### src/rtl/trap_ctrl_pkg.sv
// Shared constants, types and helpers for the machine-mode trap sequencer.
// Covers CSR addresses, interrupt bit positions, cause codes and FSM states.
package trap_ctrl_pkg;

    localparam logic [11:0] CSR_MSTATUS = 12'h300;
    localparam logic [11:0] CSR_MIE     = 12'h304;
    localparam logic [11:0] CSR_MIP     = 12'h344;

    localparam int unsigned BIT_MEI      = 11;
    localparam int unsigned BIT_MTI      = 7;
    localparam int unsigned BIT_MSI      = 3;
    localparam int unsigned MSTATUS_MIE  = 3;
    localparam int unsigned MSTATUS_MPIE = 7;

    localparam logic [31:0] IRQ_MASK = 32'h0000_0888;

    localparam logic [31:0] CAUSE_ECALL_M = 32'h0000_000B;
    localparam logic [31:0] CAUSE_MEI     = 32'h8000_000B;
    localparam logic [31:0] CAUSE_MSI     = 32'h8000_0003;
    localparam logic [31:0] CAUSE_MTI     = 32'h8000_0007;

    typedef enum logic [1:0] {
        ST_IDLE,
        ST_ENTER,
        ST_REDIR
    } state_t;

    typedef enum logic [1:0] {
        TMR_CMP_LO  = 2'd0,
        TMR_CMP_HI  = 2'd1,
        TMR_TIME_LO = 2'd2,
        TMR_TIME_HI = 2'd3
    } tmr_sel_t;

    // Fixed priority among pending-and-enabled interrupts: MEI > MSI > MTI.
    function automatic logic [31:0] irq_cause(input logic [31:0] pend);
        logic [31:0] c;
        if (pend[BIT_MEI])      c = CAUSE_MEI;
        else if (pend[BIT_MSI]) c = CAUSE_MSI;
        else                    c = CAUSE_MTI;
        return c;
    endfunction

    // mtvec==0 falls back to the boot vector; vectored mode only for interrupts.
    function automatic logic [31:0] trap_target(input logic [31:0] tvec,
                                                input logic [31:0] cause,
                                                input logic [31:0] boot);
        logic [31:0] base;
        base = (tvec == 32'h0) ? boot : {tvec[31:2], 2'b00};
        if (tvec[0] && cause[31])
            base = base + {26'h0, cause[3:0], 2'b00};
        return base;
    endfunction

endpackage

### src/rtl/trap_timer.sv
// Machine timer: prescaler, 64-bit mtime, mtimecmp and registered MTIP compare.
module trap_timer
    import trap_ctrl_pkg::*;
#(
    parameter int unsigned TIMER_DIV = 1
) (
    input  logic        clk,
    input  logic        rst,
    input  logic        tmr_we,
    input  logic [1:0]  tmr_sel,
    input  logic [31:0] tmr_wdata,
    output logic [63:0] mtime,
    output logic        mtip
);

    localparam logic [7:0] PRE_LAST = 8'(TIMER_DIV - 1);

    logic [7:0]  pre_q;
    logic [63:0] time_q;
    logic [63:0] cmp_q;
    logic        mtip_q;
    logic        tick;
    logic        time_wr;

    assign tick    = (pre_q == PRE_LAST);
    assign time_wr = tmr_we && ((tmr_sel == TMR_TIME_LO) || (tmr_sel == TMR_TIME_HI));

    always_ff @(posedge clk or negedge rst) begin
        if (!rst) begin
            pre_q  <= '0;
            time_q <= '0;
            cmp_q  <= '1;
            mtip_q <= 1'b0;
        end else begin
            pre_q  <= tick ? '0 : pre_q + 8'd1;
            mtip_q <= (time_q >= cmp_q);

            if (tmr_we && (tmr_sel == TMR_CMP_LO)) cmp_q[31:0]  <= tmr_wdata;
            if (tmr_we && (tmr_sel == TMR_CMP_HI)) cmp_q[63:32] <= tmr_wdata;

            // A software time write overrides the pending increment.
            if (time_wr) begin
                if (tmr_sel == TMR_TIME_HI) time_q[63:32] <= tmr_wdata;
                else                        time_q[31:0]  <= tmr_wdata;
            end else if (tick) begin
                time_q <= time_q + 64'd1;
            end
        end
    end

    assign mtime = time_q;
    assign mtip  = mtip_q;

endmodule

### src/rtl/trap_ctrl.sv
// Machine-mode trap/interrupt sequencer: owns MIE/MPIE, mie, mip and the timer,
// decides trap entry or MRET at retirement and holds a fetch redirect until ack.
module trap_ctrl
    import trap_ctrl_pkg::*;
#(
    parameter logic [31:0] BOOT      = 32'h0000_0000,
    parameter int unsigned TIMER_DIV = 1
) (
    input  logic        clk,
    input  logic        rst,
    input  logic        retire_valid,
    input  logic [31:0] retire_npc,
    input  logic [31:0] retire_pc,
    input  logic        is_ecall,
    input  logic        is_mret,
    input  logic        irq_ext,
    input  logic        irq_sw,
    input  logic [31:0] mtvec,
    input  logic [31:0] mepc,
    input  logic        csr_we,
    input  logic [11:0] csr_addr,
    input  logic [31:0] csr_wdata,
    output logic [31:0] csr_rdata,
    input  logic        tmr_we,
    input  logic [1:0]  tmr_sel,
    input  logic [31:0] tmr_wdata,
    output logic [63:0] mtime,
    output logic        mepc_we,
    output logic        mcause_we,
    output logic [31:0] mepc_wdata,
    output logic [31:0] mcause_wdata,
    output logic        redirect_valid,
    output logic [31:0] redirect_pc,
    input  logic        redirect_ack,
    output logic        busy
);

    state_t      state_q, state_d;
    logic        st_mie_q, st_mpie_q;
    logic [31:0] mie_q;
    logic [31:0] epc_q, cause_q;
    logic [31:0] redir_q;
    logic [31:0] rdata_q, rdata_d;
    logic        mtip;
    logic [31:0] mip_w;
    logic [31:0] pend;
    logic        irq_take;

    logic        do_mret, do_trap, do_enter;
    logic [31:0] trap_epc, trap_cause;

    trap_timer #(
        .TIMER_DIV(TIMER_DIV)
    ) u_timer (
        .clk      (clk),
        .rst      (rst),
        .tmr_we   (tmr_we),
        .tmr_sel  (tmr_sel),
        .tmr_wdata(tmr_wdata),
        .mtime    (mtime),
        .mtip     (mtip)
    );

    always_comb begin
        mip_w          = '0;
        mip_w[BIT_MEI] = irq_ext;
        mip_w[BIT_MTI] = mtip;
        mip_w[BIT_MSI] = irq_sw;
    end

    assign pend     = mip_w & mie_q;
    assign irq_take = st_mie_q && (|pend);

    always_comb begin
        state_d    = state_q;
        do_mret    = 1'b0;
        do_trap    = 1'b0;
        do_enter   = 1'b0;
        trap_epc   = '0;
        trap_cause = '0;
        case (state_q)
            ST_IDLE: begin
                if (retire_valid) begin
                    if (is_mret) begin
                        do_mret = 1'b1;
                        state_d = ST_REDIR;
                    end else if (is_ecall) begin
                        do_trap    = 1'b1;
                        trap_epc   = retire_pc;
                        trap_cause = CAUSE_ECALL_M;
                        state_d    = ST_ENTER;
                    end else if (irq_take) begin
                        do_trap    = 1'b1;
                        trap_epc   = retire_npc;
                        trap_cause = irq_cause(pend);
                        state_d    = ST_ENTER;
                    end
                end
            end
            ST_ENTER: begin
                do_enter = 1'b1;
                state_d  = ST_REDIR;
            end
            ST_REDIR: begin
                if (redirect_ack) state_d = ST_IDLE;
            end
            default: state_d = ST_IDLE;
        endcase
    end

    always_comb begin
        rdata_d = '0;
        case (csr_addr)
            CSR_MSTATUS: begin
                rdata_d[MSTATUS_MIE]  = st_mie_q;
                rdata_d[MSTATUS_MPIE] = st_mpie_q;
            end
            CSR_MIE: rdata_d = mie_q;
            CSR_MIP: rdata_d = mip_w;
            default: rdata_d = '0;
        endcase
    end

    always_ff @(posedge clk or negedge rst) begin
        if (!rst) begin
            state_q   <= ST_IDLE;
            st_mie_q  <= 1'b0;
            st_mpie_q <= 1'b0;
            mie_q     <= '0;
            epc_q     <= '0;
            cause_q   <= '0;
            redir_q   <= '0;
            rdata_q   <= '0;
        end else begin
            state_q <= state_d;
            rdata_q <= rdata_d;

            if (csr_we && (csr_addr == CSR_MIE))
                mie_q <= csr_wdata & IRQ_MASK;

            if (do_trap) begin
                epc_q   <= trap_epc;
                cause_q <= trap_cause;
            end

            // FSM-driven MIE/MPIE updates take precedence; software writes to
            // mstatus only land while idle.
            if (do_mret) begin
                st_mie_q  <= st_mpie_q;
                st_mpie_q <= 1'b1;
                redir_q   <= mepc;
            end else if (do_enter) begin
                st_mpie_q <= st_mie_q;
                st_mie_q  <= 1'b0;
                redir_q   <= trap_target(mtvec, cause_q, BOOT);
            end else if (csr_we && (csr_addr == CSR_MSTATUS) && (state_q == ST_IDLE)) begin
                st_mie_q  <= csr_wdata[MSTATUS_MIE];
                st_mpie_q <= csr_wdata[MSTATUS_MPIE];
            end
        end
    end

    assign csr_rdata      = rdata_q;
    assign mepc_we        = (state_q == ST_ENTER);
    assign mcause_we      = (state_q == ST_ENTER);
    assign mepc_wdata     = epc_q;
    assign mcause_wdata   = cause_q;
    assign redirect_valid = (state_q == ST_REDIR);
    assign redirect_pc    = redir_q;
    assign busy           = (state_q != ST_IDLE);

endmodule

### config.mk
export PLATFORM = sky130hd
export DESIGN_NAME = trap_ctrl
export DESIGN_NICKNAME = d
export VERILOG_FILES = /design/src/rtl/trap_ctrl_pkg.sv /design/src/rtl/trap_timer.sv /design/src/rtl/trap_ctrl.sv
export SDC_FILE = /design/constraint.sdc
export NUM_CORES = 1
export LEC_CHECK = 0
export BUFFER_PORTS_ARGS = -buffer_cell sky130_fd_sc_hd__buf_2
export CORE_UTILIZATION = 47
export DETAILED_ROUTE_END_ITERATION = 10
export GPL_TIMING_DRIVEN = 0
export PLACE_DENSITY = 0.87
export SLEW_MARGIN = 30
export SYNTH_ARGS = -nofsm -noshare
export SYNTH_HDL_FRONTEND = slang
export SYNTH_HIERARCHICAL = 1
export SYNTH_SLANG_ARGS = --single-unit
export TNS_END_PERCENT = 1
### constraint.sdc
create_clock -name clk -period 2.08 [get_ports clk]
set_input_delay 0.416 -clock clk [delete_from_list [all_inputs] [get_ports clk]]
set_output_delay 0.416 -clock clk [all_outputs]
set_load 0.01 [all_outputs]
==> impl_summary.md <==
Placement
After detailed placement, the design holds a cell count of 2266. The global placer's final weighted congestion is 0.994. Prior to clock tree synthesis, the placed netlist has a worst setup slack of -729 ps. The HPWL after detailed placement is 38900 µm.

The count of buffers inserted at the top-level ports is 324.

Synth
The netlist uses 73 different library cells. The most instantiated flip-flop cell in the synthesis netlist is sky130_fd_sc_hd__dfrtp_1. Counting flops with a built-in enable in the synthesized netlist gives 0.

The cell count after synthesis is 1506. For this run, the number of Yosys warnings is 6. In the synthesized netlist the async set-or-reset flop fraction comes to 100%. The count of state elements after synthesis is 215.

The cell area after synthesis is 0.0134 mm². For this run, the register share of the synthesized area comes to 40.9%. In this run the mean area of a mapped cell was 8.87 µm².

Timing
After layout, the worst setup slack is -423 ps. Dividing the final minimum period by the clock period gives 120%. Setup violations remaining at the end of the flow were counted as 73. The max-slew violation count is 0.

Between clock sinks in the finished design, the worst skew comes to 17.6 ps. Final hold analysis gives a worst-case slack of 88.1 ps. After layout, the minimum clock period comes to 2500 ps. The final count of hold timing violations is 0. Derived from the worst setup path, the maximum achievable clock frequency is 399 MHz. Setup repair after global routing could not meet its margin everywhere.

At the pin with the least slew margin, the transition time is 958 ps. The normalized max-slew margin is 36.1%.

Min path
Counting instances, the worst hold path has a depth of 2. The min-delay analysis places its worst path in the category primary input to flip-flop.

Critical path
The buffer and inverter count on the worst path is 1. Counting buffers and inverters, the worst setup path is 8 cells deep. The worst reg-to-reg path cell count is 8. Among the stages of the critical path, the cell type that occurs most often is sky130_fd_sc_hd__nand4_1.

Grouping stages by cell kind, the critical path spends the most delay in simple AND/OR/NAND/NOR gates. The sort of element at the end of the critical path is a flip-flop. The critical path arrival is 2940 ps.

The worst setup path is of the flip-flop to flip-flop kind. The slowest cell on the critical path is sky130_fd_sc_hd__dfstp_2. STA classifies the critical path startpoint as a flip-flop. Data on the critical path is required at its endpoint by 2520 ps. The peak fanout along the critical path is 2. The critical path goes through inv_1 > ha_4 > nand4_1 > or4_4 > a31o_2 > nand4_1 > a31oi_4 > o211ai_1. The delay of the slowest critical-path stage is 520 ps.

Drt
Dividing the detail-routed via count by the number of cells gives 6.17. The number of vias after detailed routing is 14400. In the final routed layout, each cell accounts on average for 22.9 µm. The count of unresolved DRC violations after routing is 0. The aggregate routed wire length is 53400 µm. The detailed-router iteration count before antenna repair is 6. The first-iteration detailed-routing DRC count is 1623.

In this run the remaining antenna-violating nets after routing total 0.

Die
In this run the horizontal extent of the chip is 171 µm. The floorplan step defined a die boundary enclosing 0.0291 mm². The placeable core region is 0.0279 mm².

The I/O pin count is 412. Measured along the y axis, the die boundary spans 171 µm. The number of rows created at floorplan is 61. The initial core utilization is 47.9%.

Global route
The total congestion overflow after global routing is 0. Across every metal layer, demand over resource in global routing totals 35.9%. Entering global routing, the biggest net connects 87 pins. The via count of the first global-routing pass is 14000. The wire length of the first global-routing pass is 79800 µm. The number of antenna violations at the first check in global routing was 7.

Cells and area
From synthesis to final layout, the design area changed by 31.4%. The final cell count without fillers is 2331. The final-stage net count is 2216.

The ratio of cells with drive above 1 in the final layout is 36.0%.

CTS
The cell sitting at the root of the clock tree is a sky130_fd_sc_hd__clkbuf_16. Clock-pin slew was measured on the worst setup and hold paths at 60 ps. TritonCTS built the clock tree. Clock latency on the worst-skew pair, taken at its later pin, is 540 ps. The clock passes through at most 3 buffers. The tree built by TritonCTS fans out to 215 sinks. The number of clock buffers inserted by TritonCTS is 26. The number of H-tree levels is 1.

Power
The highest ir drop seen on vdd is 0.000689 V. The overall power of the completed layout is 0.0160 W. The reported leakage power is 8.01 nW. Power spread over the standard cell area amounts to 912 mW/mm².

Run status
The checks that failed: negative setup slack. The flow ran to the end, but the final reports show violations.

Job
The tool flagged a number of max-cap violations equal to 0.
## registers in the layout (all words and copies together) (netlist names), 3 cells and up
name	count
csr_rdata	3
mcause_wdata	4
mepc_wdata	32
mie_q	3
redirect_pc	32
u_timer/cmp_q	64
u_timer/mtime	64
u_timer/pre_q	8
## cell families (layout without fill, tap and decap cells)
group                    after synthesis  after routing  share of synthesized area, %
AND/OR/NAND/NOR                      479            479                          18.7
buffers and inverters                222            607                          8.01
multiplexers                          45             45                          3.75
flip-flops                           215            215                          40.9
adder cells (fa/ha/maj)               72             72                          6.80
other                                  1             63                        0.0281
AO/OA/AOI/OAI                        438            438                          19.6
XOR/XNOR                              34             34                          2.23
## cell type report
cell class,count,area [µm²]
Sequential cell,215,5490
Clock inverter,11,190
Antenna cell,7,17.5
Buffer,137,945
Multi-Input combinational cell,1124,7570
Clock buffer,35,734
Inverter,85,322
Tap cell,378,473
Timing Repair Buffer,339,1800
Fill cell,2371,10300
## per-stage QoR
stage	TNS [ps]	area (µm²)	util [%]
2_1_floorplan	-567	13600	-
3_3_place_gp	-640480	15700	56.3
3_5_place_dp	-48880	15800	56.6
4_1_cts	-11260	17300	62.0
5_1_grt	-16380	17500	63.0
6_report	-12380	17500	63.0
## final timing paths
check	from	end	slack [ps]
worst max-delay path	u_timer/cmp_q[14]	u_timer/mtip	-420
worst min-delay path	redirect_ack	state_q[1]	90
worst max register to register	u_timer/cmp_q[14]	u_timer/mtip	-420
worst min register to register	u_timer/pre_q[4]	u_timer/pre_q[4]	490
max in group asynchronous	rst	u_timer/cmp_q[62]	850
min in group asynchronous	rst	u_timer/mtime[19]	410
## worst reg2reg max path: cells and delay by family, from the launching register on
| kind | cells | cell delay, ps |
|---|---|---|
| adders and majority gates | 1 | 270 |
| AOI/OAI and AO/OA | 3 | 660 |
| buffers and inverters | 1 | 60 |
| and+or+nand+nor | 3 | 900 |
| DFF | 1 | 520 |
## metal layers
layer  vias to the layer above  wire [µm]  track usage, %
met5                         -         13               0
met4                         2       3680            23.0
met3                       253       5690            9.88
met2                       913      25100            58.5
met1                      6954      18900            41.6
li1                       6258          -               -
## cells in the mapped netlist (6+ instances only)
cell type / number / share of area, %
sky130_fd_sc_hd__a21o_1: 15 / 0.84
sky130_fd_sc_hd__a21oi_1: 161 / 6.0
sky130_fd_sc_hd__a22oi_1: 9 / 0.51
sky130_fd_sc_hd__a2bb2oi_1: 12 / 0.79
sky130_fd_sc_hd__a31oi_1: 11 / 0.52
sky130_fd_sc_hd__and3_1: 36 / 1.7
sky130_fd_sc_hd__and4_1: 9 / 0.59
sky130_fd_sc_hd__buf_2: 9 / 0.34
sky130_fd_sc_hd__buf_4: 60 / 3.4
sky130_fd_sc_hd__clkbuf_1: 65 / 1.8
sky130_fd_sc_hd__dfrtp_1: 151 / 28
sky130_fd_sc_hd__dfstp_2: 64 / 13
sky130_fd_sc_hd__ha_1: 71 / 6.7
sky130_fd_sc_hd__inv_1: 85 / 2.4
sky130_fd_sc_hd__mux2_2: 40 / 3.4
sky130_fd_sc_hd__nand2_1: 161 / 4.5
sky130_fd_sc_hd__nand3_1: 60 / 2.2
sky130_fd_sc_hd__nand4_1: 40 / 1.9
sky130_fd_sc_hd__nor2_1: 74 / 2.1
sky130_fd_sc_hd__nor3_1: 23 / 0.86
sky130_fd_sc_hd__nor4_1: 13 / 0.61
sky130_fd_sc_hd__o21ai_0: 83 / 3.1
sky130_fd_sc_hd__o22a_1: 9 / 0.59
sky130_fd_sc_hd__o22ai_1: 92 / 4.3
sky130_fd_sc_hd__o31ai_1: 6 / 0.34
sky130_fd_sc_hd__or3_1: 12 / 0.56
sky130_fd_sc_hd__or4_1: 7 / 0.39
sky130_fd_sc_hd__xnor2_1: 31 / 2.0
## layout by cell type, fill, tap and decap left out, drive strengths merged, types with 15 or more instances in the layout
cell    count
a21o       15
a21oi     161
and3       36
buf       416
clkbuf     94
conb       56
dfrtp     151
dfstp      64
ha         71
inv        85
mux2       40
nand2     161
nand3      62
nand4      44
nor2       74
nor3       24
nor4       18
o21ai      84
o22ai      92
xnor2      31
## report_power, final
group,switching [W],internal (W)
logic,0.00286,0.00211
registers,0.000942,0.00515
clock network,0.00185,0.00308
## what timing repair did
action	in CTS	in global routing
buffers inserted	9	2
hold buffers	1	0
hold endpoints to repair	45	0
setup endpoints to repair	101	117
resized for setup	124	78
pin swaps	23	17
Power figures use the tool's default switching activity.
